$ cat src/rtl/sc_unit_sequencer_pkg.sv
// Shared types for the SC unit sequencer: uop encodings, FSM states, widths.
package sc_unit_sequencer_pkg;

    localparam int XLEN  = 32;
    localparam int TAG_W = 6;
    localparam int UOP_W = 7;

    typedef logic [UOP_W-1:0] sc_uop_t;

    localparam sc_uop_t UOP_CPOP = 7'h01;
    localparam sc_uop_t UOP_CLZ  = 7'h02;
    localparam sc_uop_t UOP_CTZ  = 7'h03;
    localparam sc_uop_t UOP_ROR  = 7'h04;
    localparam sc_uop_t UOP_ROL  = 7'h05;
    localparam sc_uop_t UOP_REV8 = 7'h06;
    localparam sc_uop_t UOP_ORCB = 7'h07;

    typedef enum logic [2:0] {
        IDLE,
        ISSUE,
        WAIT,
        WB,
        DRAIN
    } sc_seq_state_t;

endpackage

$ cat src/rtl/sc_unit_sequencer_if.sv
// Issue-lane, SC-unit and writeback signals of the sequencer.
interface sc_unit_sequencer_if;
    import sc_unit_sequencer_pkg::*;

    logic             flush_i;
    logic             req0_valid_i;
    sc_uop_t          req0_uop_i;
    logic [XLEN-1:0]  req0_a_i;
    logic [XLEN-1:0]  req0_b_i;
    logic [TAG_W-1:0] req0_tag_i;
    logic             req0_ready_o;
    logic             req1_valid_i;
    sc_uop_t          req1_uop_i;
    logic [XLEN-1:0]  req1_a_i;
    logic [XLEN-1:0]  req1_b_i;
    logic [TAG_W-1:0] req1_tag_i;
    logic             req1_ready_o;
    logic             cu_valid_o;
    sc_uop_t          cu_uop_o;
    logic [XLEN-1:0]  cu_a_o;
    logic [XLEN-1:0]  cu_b_o;
    logic             cu_ready_i;
    logic             cu_done_i;
    logic [XLEN-1:0]  cu_result_i;
    logic             wb_valid_o;
    logic [TAG_W-1:0] wb_tag_o;
    logic [XLEN-1:0]  wb_data_o;
    logic             wb_ready_i;

    modport slave (
        input  flush_i,
        input  req0_valid_i, req0_uop_i, req0_a_i, req0_b_i, req0_tag_i,
        output req0_ready_o,
        input  req1_valid_i, req1_uop_i, req1_a_i, req1_b_i, req1_tag_i,
        output req1_ready_o,
        output cu_valid_o, cu_uop_o, cu_a_o, cu_b_o,
        input  cu_ready_i, cu_done_i, cu_result_i,
        output wb_valid_o, wb_tag_o, wb_data_o,
        input  wb_ready_i
    );

    modport master (
        output flush_i,
        output req0_valid_i, req0_uop_i, req0_a_i, req0_b_i, req0_tag_i,
        input  req0_ready_o,
        output req1_valid_i, req1_uop_i, req1_a_i, req1_b_i, req1_tag_i,
        input  req1_ready_o,
        input  cu_valid_o, cu_uop_o, cu_a_o, cu_b_o,
        output cu_ready_i, cu_done_i, cu_result_i,
        input  wb_valid_o, wb_tag_o, wb_data_o,
        output wb_ready_i
    );

endinterface

$ cat src/rtl/sc_unit_sequencer_arb.sv
// 2-way lane arbiter. SC_ARB_FAIR_EN selects round-robin with a registered
// pointer; otherwise lane 0 has fixed priority and no pointer exists.
module sc_rr_arbiter (
    input  logic       clk,
    input  logic       rst,
    input  logic       en,
    input  logic [1:0] req,
    output logic [1:0] gnt
);

`ifdef SC_ARB_FAIR_EN
    // ptr names the lane that wins a tie; it moves off whichever lane won
    logic ptr;

    always_comb begin
        gnt = 2'b00;
        if (en) begin
            if (req == 2'b11) gnt = ptr ? 2'b10 : 2'b01;
            else              gnt = req;
        end
    end

    always_ff @(posedge clk or posedge rst) begin
        if (rst)       ptr <= 1'b0;
        else if (|gnt) ptr <= gnt[0];
    end
`else
    logic unused_clk_rst;
    assign unused_clk_rst = clk ^ rst;

    always_comb begin
        gnt = 2'b00;
        if (en) gnt = {req[1] & ~req[0], req[0]};
    end
`endif

endmodule

$ cat src/rtl/sc_unit_sequencer.sv
// Issues one SC op at a time from two lanes and holds its result for writeback.
// Arbitration mode is set by SC_ARB_FAIR_EN (see sc_rr_arbiter).
module sc_unit_sequencer
    import sc_unit_sequencer_pkg::*;
(
    input logic                cpu_clock_i,
    input logic                cpu_reset_i,
    sc_unit_sequencer_if.slave bus
);

    sc_seq_state_t    state, state_nxt;
    logic [1:0]       req, gnt;
    logic             arb_en, take, cu_fire, capture;
    logic             cu_valid, wb_valid;
    sc_uop_t          uop_q;
    logic [XLEN-1:0]  a_q, b_q, data_q;
    logic [TAG_W-1:0] tag_q;

    assign req     = {bus.req1_valid_i, bus.req0_valid_i};
    assign arb_en  = (state == IDLE) && !bus.flush_i && !cpu_reset_i;
    assign take    = |gnt;
    assign cu_fire = (state == ISSUE) && bus.cu_ready_i;
    assign capture = bus.cu_done_i && !bus.flush_i
                   && ((state == WAIT) || cu_fire);

    sc_rr_arbiter u_arb (
        .clk (cpu_clock_i),
        .rst (cpu_reset_i),
        .en  (arb_en),
        .req (req),
        .gnt (gnt)
    );

    always_ff @(posedge cpu_clock_i or posedge cpu_reset_i) begin
        if (cpu_reset_i) state <= IDLE;
        else             state <= state_nxt;
    end

    always_comb begin
        state_nxt = state;
        unique case (state)
            IDLE:  if (take) state_nxt = ISSUE;
            ISSUE: begin
                if (bus.cu_ready_i) begin
                    if (bus.cu_done_i) state_nxt = bus.flush_i ? IDLE : WB;
                    else               state_nxt = bus.flush_i ? DRAIN : WAIT;
                end else if (bus.flush_i) begin
                    state_nxt = IDLE;
                end
            end
            WAIT: begin
                if (bus.cu_done_i)    state_nxt = bus.flush_i ? IDLE : WB;
                else if (bus.flush_i) state_nxt = DRAIN;
            end
            WB:    if (bus.flush_i || bus.wb_ready_i) state_nxt = IDLE;
            DRAIN: if (bus.cu_done_i) state_nxt = IDLE;
            default: state_nxt = IDLE;
        endcase
    end

    always_comb begin
        cu_valid = 1'b0;
        wb_valid = 1'b0;
        unique case (state)
            ISSUE:   cu_valid = 1'b1;
            WB:      wb_valid = 1'b1;
            default: ;
        endcase
    end

    // Operands are sampled only on a grant; the result only when not flushed
    always_ff @(posedge cpu_clock_i or posedge cpu_reset_i) begin
        if (cpu_reset_i) begin
            uop_q  <= '0;
            a_q    <= '0;
            b_q    <= '0;
            tag_q  <= '0;
            data_q <= '0;
        end else begin
            if (take) begin
                uop_q <= gnt[1] ? bus.req1_uop_i : bus.req0_uop_i;
                a_q   <= gnt[1] ? bus.req1_a_i   : bus.req0_a_i;
                b_q   <= gnt[1] ? bus.req1_b_i   : bus.req0_b_i;
                tag_q <= gnt[1] ? bus.req1_tag_i : bus.req0_tag_i;
            end
            if (capture) data_q <= bus.cu_result_i;
        end
    end

    assign bus.req0_ready_o = gnt[0];
    assign bus.req1_ready_o = gnt[1];
    assign bus.cu_valid_o   = cu_valid;
    assign bus.cu_uop_o     = uop_q;
    assign bus.cu_a_o       = a_q;
    assign bus.cu_b_o       = b_q;
    assign bus.wb_valid_o   = wb_valid;
    assign bus.wb_tag_o     = tag_q;
    assign bus.wb_data_o    = data_q;

    // A done pulse with no op at the unit is ignored by the FSM above
    a_done_protocol: assert property (
        @(posedge cpu_clock_i) disable iff (cpu_reset_i)
        bus.cu_done_i |-> (state == WAIT || state == DRAIN || cu_fire)
    );

endmodule

$ cat src/flat_wrapper.sv
// flat-port wrapper written by rule: the top's interface ports become plain ports
module sc_unit_sequencer_flat import sc_unit_sequencer_pkg::*;
  (cpu_clock_i, cpu_reset_i, bus_flush_i, bus_req0_valid_i, bus_req0_uop_i, bus_req0_a_i, bus_req0_b_i, bus_req0_tag_i, bus_req0_ready_o, bus_req1_valid_i, bus_req1_uop_i, bus_req1_a_i, bus_req1_b_i, bus_req1_tag_i, bus_req1_ready_o, bus_cu_valid_o, bus_cu_uop_o, bus_cu_a_o, bus_cu_b_o, bus_cu_ready_i, bus_cu_done_i, bus_cu_result_i, bus_wb_valid_o, bus_wb_tag_o, bus_wb_data_o, bus_wb_ready_i);
  sc_unit_sequencer_if bus_i ();
  input logic cpu_clock_i;
  input logic cpu_reset_i;
  input wire logic [$bits(bus_i.flush_i)-1:0] bus_flush_i;
  input wire logic [$bits(bus_i.req0_valid_i)-1:0] bus_req0_valid_i;
  input wire logic [$bits(bus_i.req0_uop_i)-1:0] bus_req0_uop_i;
  input wire logic [$bits(bus_i.req0_a_i)-1:0] bus_req0_a_i;
  input wire logic [$bits(bus_i.req0_b_i)-1:0] bus_req0_b_i;
  input wire logic [$bits(bus_i.req0_tag_i)-1:0] bus_req0_tag_i;
  output wire logic [$bits(bus_i.req0_ready_o)-1:0] bus_req0_ready_o;
  input wire logic [$bits(bus_i.req1_valid_i)-1:0] bus_req1_valid_i;
  input wire logic [$bits(bus_i.req1_uop_i)-1:0] bus_req1_uop_i;
  input wire logic [$bits(bus_i.req1_a_i)-1:0] bus_req1_a_i;
  input wire logic [$bits(bus_i.req1_b_i)-1:0] bus_req1_b_i;
  input wire logic [$bits(bus_i.req1_tag_i)-1:0] bus_req1_tag_i;
  output wire logic [$bits(bus_i.req1_ready_o)-1:0] bus_req1_ready_o;
  output wire logic [$bits(bus_i.cu_valid_o)-1:0] bus_cu_valid_o;
  output wire logic [$bits(bus_i.cu_uop_o)-1:0] bus_cu_uop_o;
  output wire logic [$bits(bus_i.cu_a_o)-1:0] bus_cu_a_o;
  output wire logic [$bits(bus_i.cu_b_o)-1:0] bus_cu_b_o;
  input wire logic [$bits(bus_i.cu_ready_i)-1:0] bus_cu_ready_i;
  input wire logic [$bits(bus_i.cu_done_i)-1:0] bus_cu_done_i;
  input wire logic [$bits(bus_i.cu_result_i)-1:0] bus_cu_result_i;
  output wire logic [$bits(bus_i.wb_valid_o)-1:0] bus_wb_valid_o;
  output wire logic [$bits(bus_i.wb_tag_o)-1:0] bus_wb_tag_o;
  output wire logic [$bits(bus_i.wb_data_o)-1:0] bus_wb_data_o;
  input wire logic [$bits(bus_i.wb_ready_i)-1:0] bus_wb_ready_i;
  assign bus_i.flush_i = bus_flush_i;
  assign bus_i.req0_valid_i = bus_req0_valid_i;
  assign bus_i.req0_uop_i = bus_req0_uop_i;
  assign bus_i.req0_a_i = bus_req0_a_i;
  assign bus_i.req0_b_i = bus_req0_b_i;
  assign bus_i.req0_tag_i = bus_req0_tag_i;
  assign bus_req0_ready_o = bus_i.req0_ready_o;
  assign bus_i.req1_valid_i = bus_req1_valid_i;
  assign bus_i.req1_uop_i = bus_req1_uop_i;
  assign bus_i.req1_a_i = bus_req1_a_i;
  assign bus_i.req1_b_i = bus_req1_b_i;
  assign bus_i.req1_tag_i = bus_req1_tag_i;
  assign bus_req1_ready_o = bus_i.req1_ready_o;
  assign bus_cu_valid_o = bus_i.cu_valid_o;
  assign bus_cu_uop_o = bus_i.cu_uop_o;
  assign bus_cu_a_o = bus_i.cu_a_o;
  assign bus_cu_b_o = bus_i.cu_b_o;
  assign bus_i.cu_ready_i = bus_cu_ready_i;
  assign bus_i.cu_done_i = bus_cu_done_i;
  assign bus_i.cu_result_i = bus_cu_result_i;
  assign bus_wb_valid_o = bus_i.wb_valid_o;
  assign bus_wb_tag_o = bus_i.wb_tag_o;
  assign bus_wb_data_o = bus_i.wb_data_o;
  assign bus_i.wb_ready_i = bus_wb_ready_i;
  sc_unit_sequencer u_core (.cpu_clock_i(cpu_clock_i), .cpu_reset_i(cpu_reset_i), .bus(bus_i));
endmodule
$ cat config.mk
export PLATFORM = sky130hd
export DESIGN_NAME = sc_unit_sequencer_flat
export DESIGN_NICKNAME = d
export VERILOG_FILES = /design/src/rtl/sc_unit_sequencer_pkg.sv /design/src/rtl/sc_unit_sequencer_if.sv /design/src/rtl/sc_unit_sequencer_arb.sv /design/src/rtl/sc_unit_sequencer.sv /design/src/flat_wrapper.sv
export SDC_FILE = /design/constraint.sdc
export NUM_CORES = 1
export LEC_CHECK = 0
export BUFFER_PORTS_ARGS = -buffer_cell sky130_fd_sc_hd__buf_2
export CAP_MARGIN = 0
export CELL_PAD_IN_SITES_DETAIL_PLACEMENT = 0
export CELL_PAD_IN_SITES_GLOBAL_PLACEMENT = 1
export CORE_MARGIN = 3
export CORE_UTILIZATION = 34
export DETAILED_ROUTE_END_ITERATION = 10
export PLACE_DENSITY_LB_ADDON = 0.1
export SLEW_MARGIN = 5
export SYNTH_ARGS = -nofsm -noshare
export SYNTH_HDL_FRONTEND = slang
export SYNTH_SLANG_ARGS = --single-unit
$ cat constraint.sdc
create_clock -name cpu_clock_i -period 5.82 [get_ports cpu_clock_i]
set_input_delay 0.582 -clock cpu_clock_i [delete_from_list [all_inputs] [get_ports cpu_clock_i]]
set_output_delay 0.582 -clock cpu_clock_i [all_outputs]
set_load 0.005 [all_outputs]
# Word level (Yosys, flattened, before mapping)
# Cells that the tools add are included.
# W data, S select, Z words.
# classes
n_mux	18
reduce_logical	12
eq_ne	9
bitwise_logic	2
# ops
cell	count
$mux W32	2
$mux W3	9
$pmux W3 S5	1
$mux W7	1
$eq A3 B2 Y1 const B	2
$mux W6	1
$ne A3 B3 Y1 const B	2
$logic_and A1 B1 Y1	5
$reduce_and A5 Y1	1
$mux W2	2
$ne A2 B1 Y1 const B	2
$eq A3 B1 Y1 const B	1
$eq A3 B3 Y1 const B	1
$logic_not A3 Y1	1
$logic_not A1 Y1	2
$logic_or A1 B1 Y1	2
$mux W1	2
$ne A2 B2 Y1 const B	1
$reduce_or A2 Y1	1
$and A1 B1 Y1	1
$not A1 Y1	1
# totals
register_bits	112
out_inout_bits	113
inputBits	194
word_cells	47

# Depth between registers and ports, before layout
# Gate-level depths: netlist of run 1.
# depth
ltp_word	7
depth_mapped	6
ltp_nobuf	3

# Cells and area by module
# A second synthesis of run 1 with hierarchy kept.
# unflattened
hier_cells	439
hier_area_um2	5101.1
# modules_own_cells
module	seq_area_each_um2	area_each_um2	instances	cells_each
sc_unit_sequencer	2802.7	5084.9	1	437
sc_rr_arbiter	0.0	16.3	1	2

# Least setup slack after synthesis of run 1
# Ideal clock, no wire load.
# synth_path
path_kind	input-to-output
startpoint	input port cpu_reset_i
endpoint	output port bus_req1_ready_o
stages	4
t_arrival_ns	4.900
slack_ns	0.338
path_buffers	2
required_time_ns	5.238
path_cell_list	clkbuf_1 > inv_2 > clkbuf_1 > and3_1
# synth_via
elab_chain_cells	3
# synth_rtl
item	line	text
from (decl)	flat_wrapper.sv:6	input logic cpu_reset_i;
$logic_not A1 Y1	sc_unit_sequencer.sv:20	assign arb_en = (state == IDLE) && !bus.flush_i && !cpu_reset_i;
$logic_and A1 B1 Y1	sc_unit_sequencer.sv:20	
$mux W2	sc_unit_sequencer_arb.sv:33	if (en) gnt = {req[1] & ~req[0], req[0]};
to (decl)	flat_wrapper.sv:19	output wire logic [$bits(bus_i.req1_ready_o)-1:0] bus_req1_ready_o;
# Every way passes these cells.

# Final worst setup path of run 1
# layout_path
startpoint	register u_core.state[2]
endpoint	output port bus_req1_ready_o
# layout_via
elab_chain_cells	4
# layout_rtl
item	line	text
from (decl)	sc_unit_sequencer.sv:11	sc_seq_state_t state, state_nxt;
from (signal assigned)	sc_unit_sequencer.sv:36	else state <= state_nxt;
$logic_not A3 Y1	sc_unit_sequencer.sv:20	
$logic_and A1 B1 Y1 (2 in series)	sc_unit_sequencer.sv:20	
$mux W2	sc_unit_sequencer_arb.sv:33	
# Every way passes these cells.

==> results_dict.tcl, run 1 <==
set metrics [dict create \
    initial_core_util_pct 35.3 \
    grt.overflow.total 0 \
    worstSetupPathType "register to output port" \
    chipWidth_um 138 \
    rr_startpoint "u_core.state[2]" \
    synth_fa_ha_area_share_pct 0 \
    number_of_clock_sinks 112 \
    worstHoldStart "bus_cu_done_i" \
    first_global_vias 5881 \
    post_dp_hpwl_mm 13.5 \
    tns_ns 0 \
    post_synth_and_or_nand_nor_area_fraction_pct 12.4 \
    syn_area_um2 5950 \
    floorplan.die_area_um2 19100 \
    crit_path_start_kind "register" \
    fin_worst_skew_ns 0.00578 \
    crit_start "u_core.state[2]" \
    power.ir.vdd_worst_mv 0.196 \
    layout.cells.most_common "sky130_fd_sc_hd__buf_2" \
    post_drt_via_cell_ratio 5.46 \
    antenna_cells 0 \
    largest_net_degree_at_the_start_of_global_routing 124 \
    synth-xor-area-share_pct 0 \
    slew-limit-headroom_pct 20.9 \
    htreeDepth 3 \
    detail_route.drc_violations 0 \
    cts_buffer_count 9 \
    drv_slew 0 \
    critical_path_buf_inv_count 2 \
    synth_top_family_by_area "compound AO/OA/AOI/OAI gates" \
    antenna_found_initial 1 \
    dr_total_vias 5629 \
    post-layout-total-power_uw 3070 \
    timing.critical_path.slowest_stage_cell "sky130_fd_sc_hd__nor4_4" \
    min_delay_worst_type "input port to register" \
    final_cell_mix "305 x sky130_fd_sc_hd__buf_2, 112 x sky130_fd_sc_hd__dfrtp_1, 54 x sky130_fd_sc_hd__nor2b_1" \
    max-clock-path-buffers 2 \
    ys_warn_count 0 \
    worst_slack_ns 2.48 \
    drt_iter0_markers 348 \
    drive_gt1_share_pct 44.0 \
    setup.worst_path.end_class "output port" \
    final_hold_viol_count 0 \
    synth_area_per_cell_um2 10.9 \
    postSynth.topFlopCell "sky130_fd_sc_hd__dfrtp_1" \
    yosysUniqueCellTypes 29 \
    drt-total-wl_mm 19.8 \
    cp.required_ns 5.24 \
    place_congestion 0.798 \
    cts_resized 0 \
    report.final.setup_viol 0 \
    tightest_slew_ns 1.18 \
    place_worst_setup_slack_ns 2.59 \
    max_stage_delay_ns 1.03 \
    tritoncts "yes" \
    synth-seq-area-share_pct 47.1 \
    synth.mux.area_fraction_pct 6.23 \
    insertion_delay_ns 0.35 \
    cts-hold-fix-buffers 0 \
    path_max_fanout 33 \
    syn_nets 742 \
    path_clk_slew_ns 0.08 \
    areaGrowthSynthToFinish_pct 30.9 \
    grt_setup_unrepaired "false" \
    power-per-cell-area_nw_per_um2 395 \
    ctsRootBufferMaster "sky130_fd_sc_hd__clkbuf_16" \
    maximum_clock_frequency_mhz 300 \
    leakage_uw 0.00343 \
    arr_time_crit_path_ns 2.75 \
    synth_compound_area_share_pct 28.3 \
    grt_first_pass_wirelength_mm 31.2 \
    synth-edff-count 0 \
    max_cap_violations 0 \
    rows 47 \
    floorplan.io_pins 307 \
    drtAntennaViolNets 0 \
    post_drt_wl_per_cell_um 19.2 \
    die_h_um 138 \
    time_the_worst_path_needs_with_i_o_delays_and_setup_ns 3.34 \
    synth.ff_latch_count 112 \
    grt_util_all_layers_pct 19.8 \
    critPathTopFamily "simple AND/OR/NAND/NOR gates" \
    async_reset_ff_share_pct 100 \
    final_min_period_over_clock_period_pct 57.3 \
    run_status "finished clean" \
    cts.repair_timing.setup_buffer_count 0 \
    detailedRoute.firstPassIterationCount 4 \
    cp_cell_sequence "nor4_4, buf_4, and3_1, buf_2" \
    nNetsFinal 1000 \
    io_buffer_count 306 \
    netlist_instances 548 \
    placeableCoreArea_um2 16900 \
]
-- cells in the mapped netlist, types with 3 or more instances --
| cell type | number | area (um^2) |
|---|---|---|
| sky130_fd_sc_hd__a41oi_1 | 51 | 447 |
| sky130_fd_sc_hd__and3b_1 | 4 | 35.0 |
| sky130_fd_sc_hd__clkbuf_1 | 32 | 120 |
| sky130_fd_sc_hd__buf_1 | 7 | 26.3 |
| sky130_fd_sc_hd__a21oi_1 | 5 | 25.0 |
| sky130_fd_sc_hd__o2bb2ai_2 | 20 | 300 |
| sky130_fd_sc_hd__dfrtp_1 | 112 | 2800 |
| sky130_fd_sc_hd__nand2_1 | 3 | 11.3 |
| sky130_fd_sc_hd__nand3_1 | 53 | 265 |
| sky130_fd_sc_hd__nor2_1 | 3 | 11.3 |
| sky130_fd_sc_hd__o21ai_1 | 52 | 260 |
| sky130_fd_sc_hd__o2bb2ai_1 | 6 | 52.6 |
| sky130_fd_sc_hd__mux2_1 | 32 | 360 |
| sky130_fd_sc_hd__buf_2 | 10 | 50.1 |
| sky130_fd_sc_hd__o211ai_1 | 51 | 383 |
| sky130_fd_sc_hd__nor2b_1 | 55 | 344 |
| sky130_fd_sc_hd__buf_6 | 6 | 67.6 |
| sky130_fd_sc_hd__buf_4 | 12 | 90.1 |
| sky130_fd_sc_hd__a22oi_1 | 23 | 173 |
-- cells by family (layout without fill, tap and decap cells) --
kind of cell	Yosys count	after routing
compound gates	210	210
mux	33	33
flops	112	112
buf+inv	68	331
simple gates	125	125
-- sequential cells by signal, indices dropped and copies added, names as in the netlist --
name	count
u_core.bus.cu_b_o	32
u_core.bus.wb_data_o	32
u_core.bus.cu_uop_o	7
u_core.bus.cu_a_o	32
u_core.state	3
u_core.bus.wb_tag_o	6
-- metal layers --
layer  vias up  wire (um)  global-route usage (%)
met5         -         13                       0
met4         2        629                    8.48
li1       2638          -                       -
met1      2706       8150                    24.8
met2       242       9510                    32.7
met3        41       1450                    5.15
-- final cells by class --
class,count,area (um^2)
flip-flops and latches,112,2800
clock inverters,7,86.3
clock buffers,9,225
multi-input cells,368,2800
fillers,1616,9090
well taps,220,275
repair buffers,314,1590
inverters,1,8.76
-- per-stage QoR --
step | area (um^2) | util (%) | cells | hold slack, ns
floorplan | 5950 | - | 548 | 0.479
global placement | 7480 | 44.3 | 1015 | 0.470
detailed placement | 7480 | 44.3 | 1015 | 0.475
CTS | 7790 | 46.1 | 1031 | 0.407
global route | 7790 | 46.1 | 1031 | 0.407
finish | 7790 | 46.1 | 1031 | 0.422
-- final timing paths --
check / cells after the start / slack, ns / end
worst min-delay path: 2 / 0.42 / u_core.state[2]
max in group asynchronous: 4 / 3.78 / u_core.bus.cu_uop_o[3]
worst max-delay path: 4 / 2.48 / bus_req1_ready_o
worst max register to register: 4 / 2.93 / u_core.bus.cu_a_o[19]
min in group asynchronous: 3 / 0.85 / u_core.bus.cu_a_o[6]
worst min register to register: 1 / 0.49 / u_core.bus.wb_data_o[9]
-- where the power goes --
group	switching, uW	internal (uW)	total, uW	leakage (uW)
combinational	517	586	1100	0.00194
sequential	216	1090	1310	0.00133
clock	317	345	662	0.000150
Note: power is estimated with default switching activity, not from simulation.
==> run 2, diff against run 1 <==
Settings changed: CORE_UTILIZATION 34 to 30.
Clock period 5.82 ns to 2.9 ns, I/O delays scaled along.
==> results_dict.tcl, run 2 (same netlist as run 1, synthesis figures left out) <==
set metrics [dict create \
    dr_total_vias 5626 \
    chipWidth_um 147 \
    largest_net_degree_at_the_start_of_global_routing 107 \
    cell_internal_power_uw 4090 \
    post_drt_via_cell_ratio 5.22 \
    leakage_uw 0.00347 \
    cp.required_ns 2.61 \
    seq_power_share_pct 42.0 \
    grt.overflow.total 0 \
    grt_setup_unrepaired "false" \
    floorplan.die_area_um2 21600 \
    power.combinational.fraction_pct 35.9 \
    floorplan.io_pins 307 \
    timing.critical_path.slowest_stage_cell "sky130_fd_sc_hd__dfrtp_1" \
    cts_resized 0 \
    sequential_cell_area_um2 2800 \
    post_dp_hpwl_mm 14.4 \
    drt-total-wl_mm 20.3 \
    global_route.peak_usage_layer "met2" \
    detail_route.drc_violations 0 \
    final_cells 1078 \
    regToRegSetupSlack_ns 0.80 \
    layout.cells.most_common "sky130_fd_sc_hd__buf_2" \
    post_drt_wl_per_cell_um 18.9 \
    max_cap_violations 0 \
    cts_buffer_count 9 \
    ctsRootBufferMaster "sky130_fd_sc_hd__clkbuf_16" \
    final_util_pct 41.6 \
    rows 50 \
    final_hold_viol_count 0 \
    drive_gt1_share_pct 44.4 \
    grt_util_all_layers_pct 18.6 \
    power.share.clock_pct 22.1 \
    power.ir.vdd_worst_mv 0.365 \
    grt_first_pass_wirelength_mm 32.2 \
    final_cell_mix "305 x sky130_fd_sc_hd__buf_2, 112 x sky130_fd_sc_hd__dfrtp_1, 54 x sky130_fd_sc_hd__nor2b_1" \
    dpl.cell_count 1060 \
    critical_path_buf_inv_count 2 \
    final_min_period_over_clock_period_pct 77.9 \
    drtAntennaViolNets 0 \
    crit_path_start_kind "register" \
    cts-hold-fix-buffers 0 \
    cts.repair_timing.setup_buffer_count 0 \
    place_congestion 0.778 \
    placeableCoreArea_um2 19100 \
    htreeDepth 3 \
    multi_input_area_um2 2800 \
    netSwitchingPower_uw 2140 \
    areaGrowthSynthToFinish_pct 33.3 \
    critPathTopFamily "simple AND/OR/NAND/NOR gates" \
    tightest_slew_ns 1.03 \
    arr_time_crit_path_ns 1.97 \
    die_h_um 147 \
    first_global_vias 5813 \
    cp_cell_sequence "nor4_4, buf_12, and3_1, buf_2" \
    initial_core_util_pct 31.2 \
    drv_slew 0 \
    detailedRoute.firstPassIterationCount 4 \
    time_the_worst_path_needs_with_i_o_delays_and_setup_ns 2.26 \
    tritoncts "yes" \
    worstSetupPathType "register to output port" \
    report.final.setup_viol 0 \
    fill_cells 1923 \
    r2r.worst_path.cells 4 \
    power.share.switching_pct 34.3 \
    power-per-cell-area_nw_per_um2 785 \
    max_stage_delay_ns 0.48 \
    worst-path-stages 4 \
    grt_util_met3_pct 6.11 \
    max-clock-path-buffers 2 \
    antenna_found_initial 5 \
    min_delay_worst_type "input port to async pin" \
    path_max_fanout 106 \
    maximum_clock_frequency_mhz 443 \
    run_status "finished clean" \
    setup.worst_path.end_class "output port" \
    grt_util_met2_pct 31.0 \
    io_buffer_count 306 \
    drt_iter0_markers 230 \
    number_of_clock_sinks 112 \
    fin_worst_skew_ns 0.0200 \
    slew-limit-headroom_pct 31.3 \
    grt_util_met1_pct 23.1 \
    nNetsFinal 1005 \
    path_clk_slew_ns 0.08 \
    tns_ns 0 \
    insertion_delay_ns 0.37 \
]
[run 2: final cells by class]
class | count | area share [%]
flip-flops and latches | 112 | 35.3
multi-input cells | 368 | 35.3
repair buffers | 319 | 20.9
well taps | 260 | 4.10
clock buffers | 9 | 2.84
clock inverters | 7 | 1.39
inverters | 1 | 0.110
diodes | 2 | 0.0631
[run 2: worst reg2reg max path, cell delays in order (launching register included)]
cell and delay [ns]:
sky130_fd_sc_hd__dfrtp_1 0.48, sky130_fd_sc_hd__nor4_4 0.34, sky130_fd_sc_hd__buf_12 0.43, sky130_fd_sc_hd__o211ai_4 0.46
sky130_fd_sc_hd__o2bb2ai_2 0.27
[run 2: metrics by stage]
step                power [uW]  cell area, um^2  hold WS (ns)  setup slack (ns)
floorplan                 3830             5950         0.353             0.677
global placement          4850             7590         0.419             0.860
detailed placement        4920             7590         0.425             0.773
CTS                       6340             7930        0.0247             0.605
global route              6700             7930        0.0411             0.498
finish                    6230             7930        0.0313             0.640
[run 2: final timing paths]
kind	startpoint	endpoint
max in group asynchronous	cpu_reset_i	u_core.bus.wb_data_o[10]
min	cpu_reset_i	u_core.bus.cu_b_o[12]
min in group cpu_clock_i	bus_cu_result_i[8]	u_core.bus.wb_data_o[8]
max reg2reg	u_core.state[2]	u_core.bus.cu_a_o[27]
min reg2reg	u_core.bus.wb_data_o[19]	u_core.bus.wb_data_o[19]
max	u_core.state[2]	bus_req1_ready_o
[run 2: layer usage]
metal / routed length (um) / vias up
li1: - / 2641
met1: 8190 / 2733
met2: 9970 / 226
met3: 1800 / 22
met4: 340 / 4
met5: 19 / -
[run 2: power groups by stage]
stage	Combinational (uW)	Sequential [uW]	Clock, uW
floorplan	1190	2630	0
global placement	2230	2620	0
detailed placement	2290	2630	0
CTS	2290	2620	1430
global route	2500	2710	1480
finish	2230	2620	1380
